==> config.mk <==
export PLATFORM = sky130hd
export DESIGN_NAME = uni_shift_reg_seq
export DESIGN_NICKNAME = d
export VERILOG_FILES = /design/src/rtl/uni_shift_reg_seq.sv
export SDC_FILE = /design/constraint.sdc
export NUM_CORES = 1
export LEC_CHECK = 0
export ABC_CLOCK_PERIOD_IN_PS = 1700
export BUFFER_PORTS_ARGS = -buffer_cell sky130_fd_sc_hd__buf_2
export CORE_MARGIN = 4
export CORE_UTILIZATION = 49
export DETAILED_ROUTE_END_ITERATION = 12
export HOLD_SLACK_MARGIN = 0.12
export MAX_ROUTING_LAYER = met4
export PLACE_DENSITY = 0.83
export SYNTH_ARGS = -nofsm -noshare
export SYNTH_HDL_FRONTEND = slang
export SYNTH_SLANG_ARGS = --single-unit
==> constraint.sdc <==
create_clock -name clk -period 1.7 [get_ports clk]
set_input_delay 0.085 -clock clk [delete_from_list [all_inputs] [get_ports clk]]
set_output_delay 0.085 -clock clk [all_outputs]
set_load 0.05 [all_outputs]
==> src/rtl/uni_shift_reg_seq.sv <==
`default_nettype none
// ============================================================================
// Module      : uni_shift_reg_seq
// Description : Parametrised universal shift register with multi-step
//               shift/rotate/ASR commands and a start/busy/done handshake.
// Revision    : 1.0 - initial release
// ============================================================================
module uni_shift_reg_seq #(
  parameter int WIDTH = 8,
  parameter int AMT_W = 4
) (
  input  logic             clk,
  input  logic             reset,
  input  logic [2:0]       mode,
  input  logic             start,
  input  logic [AMT_W-1:0] amount,
  input  logic             MSB_in,
  input  logic             LSB_in,
  input  logic [WIDTH-1:0] in,
  output logic [WIDTH-1:0] out,
  output logic             shift_out,
  output logic             busy,
  output logic             done
);

  localparam logic [2:0] c_MODE_HOLD  = 3'b000;
  localparam logic [2:0] c_MODE_SHR   = 3'b001;
  localparam logic [2:0] c_MODE_SHL   = 3'b010;
  localparam logic [2:0] c_MODE_LOAD  = 3'b011;
  localparam logic [2:0] c_MODE_ROR   = 3'b100;
  localparam logic [2:0] c_MODE_ROL   = 3'b101;
  localparam logic [2:0] c_MODE_ASR   = 3'b110;
  localparam logic [2:0] c_MODE_CLEAR = 3'b111;

  localparam logic [AMT_W-1:0] c_AMT_ZERO = '0;
  localparam logic [AMT_W-1:0] c_AMT_ONE  = {{(AMT_W-1){1'b0}}, 1'b1};

  typedef enum logic [0:0] {
    S_IDLE = 1'b0,
    S_RUN  = 1'b1
  } state_t;

  state_t           r_state;
  logic [AMT_W-1:0] r_count;
  logic [2:0]       r_mode;

  logic [2:0]       w_step_mode;
  logic [WIDTH-1:0] w_step_val;
  logic             w_step_bit;

  // One single-bit step of the active command; the latched mode drives RUN.
  always_comb begin
    w_step_mode = (r_state == S_RUN) ? r_mode : mode;
    w_step_val  = out;
    w_step_bit  = shift_out;
    case (w_step_mode)
      c_MODE_SHR: begin
        w_step_val = {MSB_in, out[WIDTH-1:1]};
        w_step_bit = out[0];
      end
      c_MODE_SHL: begin
        w_step_val = {out[WIDTH-2:0], LSB_in};
        w_step_bit = out[WIDTH-1];
      end
      c_MODE_ROR: begin
        w_step_val = {out[0], out[WIDTH-1:1]};
        w_step_bit = out[0];
      end
      c_MODE_ROL: begin
        w_step_val = {out[WIDTH-2:0], out[WIDTH-1]};
        w_step_bit = out[WIDTH-1];
      end
      c_MODE_ASR: begin
        w_step_val = {out[WIDTH-1], out[WIDTH-1:1]};
        w_step_bit = out[0];
      end
      default: begin
        w_step_val = out;
        w_step_bit = shift_out;
      end
    endcase
  end

  always_ff @(posedge clk) begin
    if (reset) begin
      r_state   <= S_IDLE;
      r_count   <= '0;
      r_mode    <= c_MODE_HOLD;
      out       <= '0;
      shift_out <= 1'b0;
      busy      <= 1'b0;
      done      <= 1'b0;
    end else begin
      done <= 1'b0;
      case (r_state)
        S_IDLE: begin
          if (start) begin
            case (mode)
              c_MODE_HOLD: done <= 1'b1;
              c_MODE_LOAD: begin
                out  <= in;
                done <= 1'b1;
              end
              c_MODE_CLEAR: begin
                out  <= '0;
                done <= 1'b1;
              end
              default: begin
                // First step happens on the accepting edge itself.
                if (amount != c_AMT_ZERO) begin
                  out       <= w_step_val;
                  shift_out <= w_step_bit;
                end
                if (amount > c_AMT_ONE) begin
                  r_state <= S_RUN;
                  busy    <= 1'b1;
                  r_count <= amount - c_AMT_ONE;
                  r_mode  <= mode;
                end else begin
                  done <= 1'b1;
                end
              end
            endcase
          end
        end
        S_RUN: begin
          out       <= w_step_val;
          shift_out <= w_step_bit;
          r_count   <= r_count - c_AMT_ONE;
          if (r_count == c_AMT_ONE) begin
            r_state <= S_IDLE;
            busy    <= 1'b0;
            done    <= 1'b1;
          end
        end
        default: begin
          r_state <= S_IDLE;
          busy    <= 1'b0;
        end
      endcase
    end
  end

endmodule
`default_nettype wire

==> impl_metrics.toml <==
[run_status]
outcome = "finished with violations"
failed_checks = "negative setup slack"

[worst_setup_path]
end_kind = "flop"
cp_max_fo = 6
critical_path_arrival_ns = 2.15
start_kind = "flop"
path_class = "reg -> reg"
worst_ep_required_time_ns = 1.91

[die]
num_io_pins = 31
fp.dieH_um = 63.4
die_w_um = 63.4
die_area_sq_mm = 0.00402
row_count = 19
start_util = 0.527
core_area_sq_mm = 0.00285

[global_route]
antenna_found_initial = 0
grt_overflow = 0
grt_usage = 0.224
grt_max_degree = 20
grt_pass1_vias = 1532
grt_pass1_wl_um = 7040

[synth]
ys_types = 48
yosysTopAreaCell = "dfxtp_1"
ys_warn_count = 0
ys_seq_area_frac = 0.253
syn_nets = 212
synth_area_leaders = "dfxtp_1 25%, nand2_1 7.0%, nor2_1 5.5%"
syn_area_sq_mm = 0.00150
synth_top_area_share = 0.253
ys_ff_latch = 19
postSynthCellCount = 188
avgSynthCellArea_sq_um = 8.00

[detailed_routing]
viasPerCell = 6.32
vias = 1782
antenna_left = 0
routed_wl_um = 5030
drt-initial-drc-count = 238
drt-pass1-iter-count = 4
drc_errors = 0
routedWlPerCell_um = 17.8

[timing]
hold_ws_ns = 0.140
setup_tns_ns = -0.284
hold_viol = 0
drv_slew = 0
rsz0062_at_grt = "true"
max_freq_mhz = 515
min_period_over_period = 1.14
max-slew-margin-rel = 0.715
setup_violations = 3
tightest_slew_ns = 0.427
finClkSkew_ns = 0.0105
setup_slack_ns = -0.242
fin_crit_ns = 1.94

[cts]
cts_tree = "yes"
htreeDepth = 1
clockBufferDepth = 2
cts_buffers = 3
cts.reportedPaths.clkPinSlew_ns = 0.12
clk_latency_ns = 0.31
clock-root-buffer = "clkbuf_4"
cts.sinks = 19

[pwr]
irDropWorstVdd_mv = 0.414
total_leakage_power_uw = 0.000834
powerDensity_mw_per_mm2 = 781

[cells_and_area]
register_area_sq_um = 384
nets = 276
antenna_cells = 0
multiInputGateArea_sq_mm = 0.00117
n_fill_cell = 202
stdcell_count = 282
area_delta_synth_final_pct = 41.1
drive_gt1_frac = 0.355

[placement]
dp_hpwl_um = 2950
numPortBuffers = 30
dp.cells = 258
gp_congestion = 0.912

[hold_path]
hold_class = "in -> reg"

[flow_run]
max_cap_viol_count = 0
[placed cells by master (no fill, tap or decap), types with 9 or more instances in the layout]
cell type and count:
nor2_1 21, o21ai_0 9, nand2_1 27, dlygate4sd3_1 9, buf_4 18, a21oi_1 12
buf_2 30, nor3_1 10, dfxtp_1 18
[state kept, by name (all words and copies together), names as in the netlist]
| name | flops |
|---|---|
| out | 8 |
| r_count | 4 |
| r_mode | 3 |
| busy | 1 |
| done | 1 |
| r_state | 1 |
| shift_out | 1 |
[path summary, 6_finish.rpt]
| path | from | to | slack, ns | cells past startpoint |
|---|---|---|---|---|
| hold reg to reg | busy | busy | 0.46 | 2 |
| setup / recovery | r_state | out[1] | -0.24 | 7 |
| hold / removal | in[3] | out[3] | 0.14 | 3 |
| setup reg to reg | r_state | out[1] | -0.24 | 7 |
[cell families (layout without fill, tap and decap cells)]
family,count (synthesis),after routing,share of synthesized area
flip-flops,19,19,0.253
buffers and inverters,12,73,0.0491
XOR/XNOR,2,2,0.0116
multiplexers,8,10,0.0882
AO/OA/AOI/OAI,55,55,0.276
AND/OR/NAND/NOR,88,88,0.289
adder cells (fa/ha/maj),4,4,0.0333
[worst max-delay path, cell delays in order (launching register included)]
cell and delay, ns:
dfxtp_4 0.39, buf_12 0.13, mux2i_4 0.37, buf_4 0.18
nand2_1 0.06, a41oi_2 0.20, o211ai_1 0.16, a311oi_1 0.36
[stage by stage]
step / utilization / instance area (sq um) / worst slack, ns / total power, uW
after floorplan: - / 1500 / 0.0238 / 1060
after global placement: 0.626 / 1790 / -0.00784 / 1240
after detailed placement: 0.626 / 1790 / -0.0349 / 1260
after CTS: 0.675 / 1930 / 0.00752 / 1520
after global routing: 0.744 / 2120 / -0.278 / 1750
final: 0.744 / 2120 / -0.242 / 1660
[Yosys cell counts, drive strengths merged]
cell     instances
o21bai           1
mux2             3
a211oi           1
clkbuf           2
ha               4
nand2           28
o311ai           1
o31a             3
o221a            1
nor3            12
nand2b           5
a311oi           8
inv              4
o2bb2ai          1
o21ai           11
nand3b           2
nor4             2
o211ai           3
a2bb2oi          3
a41oi            1
a31oi            3
dfxtp           19
o22ai            1
buf              6
nor4b            2
a22oi            1
o221ai           1
nand3            7
a221oi           2
xnor2            2
a21oi           12
mux2i            5
and3b            1
nor2            26
nor2b            2
a2111oi          1
or3              1
[where the power goes]
group | switching, uW | total, uW | leakage [uW] | internal [uW]
Combinational | 478 | 834 | 0.000662 | 356
Clock | 155 | 247 | 0.0000150 | 91.5
Sequential | 79.0 | 576 | 0.000158 | 497
[routing by layer]
metal | global-route usage | wire length, um | share of wire | vias up
li1 | - | - | - | 833
met1 | 0.281 | 2030 | 0.40 | 823
met2 | 0.356 | 2380 | 0.47 | 104
met3 | 0.0480 | 464 | 0.092 | 22
met4 | 0.0755 | 161 | 0.032 | 0
met5 | - | 0 | 0 | -
[layout make-up]
class / count / share of cell area
clock buffer: 4 / 0.0124
inverter: 4 / 0.00708
multi-input combinational: 159 / 0.550
sequential: 19 / 0.181
tap: 31 / 0.0183
timing repair buffer: 65 / 0.232
[what timing repair did]
| item | CTS | global route |
|---|---|---|
| setup endpoints to repair | 8 | 9 |
| gates cloned | 0 | 2 |
| buffers inserted | 1 | 8 |
| hold buffers | 9 | 0 |
| pin swaps | 0 | 13 |
| hold endpoints to repair | 9 | 0 |
| resized for setup | 3 | 18 |
Note: power is estimated with default switching activity, not from simulation.
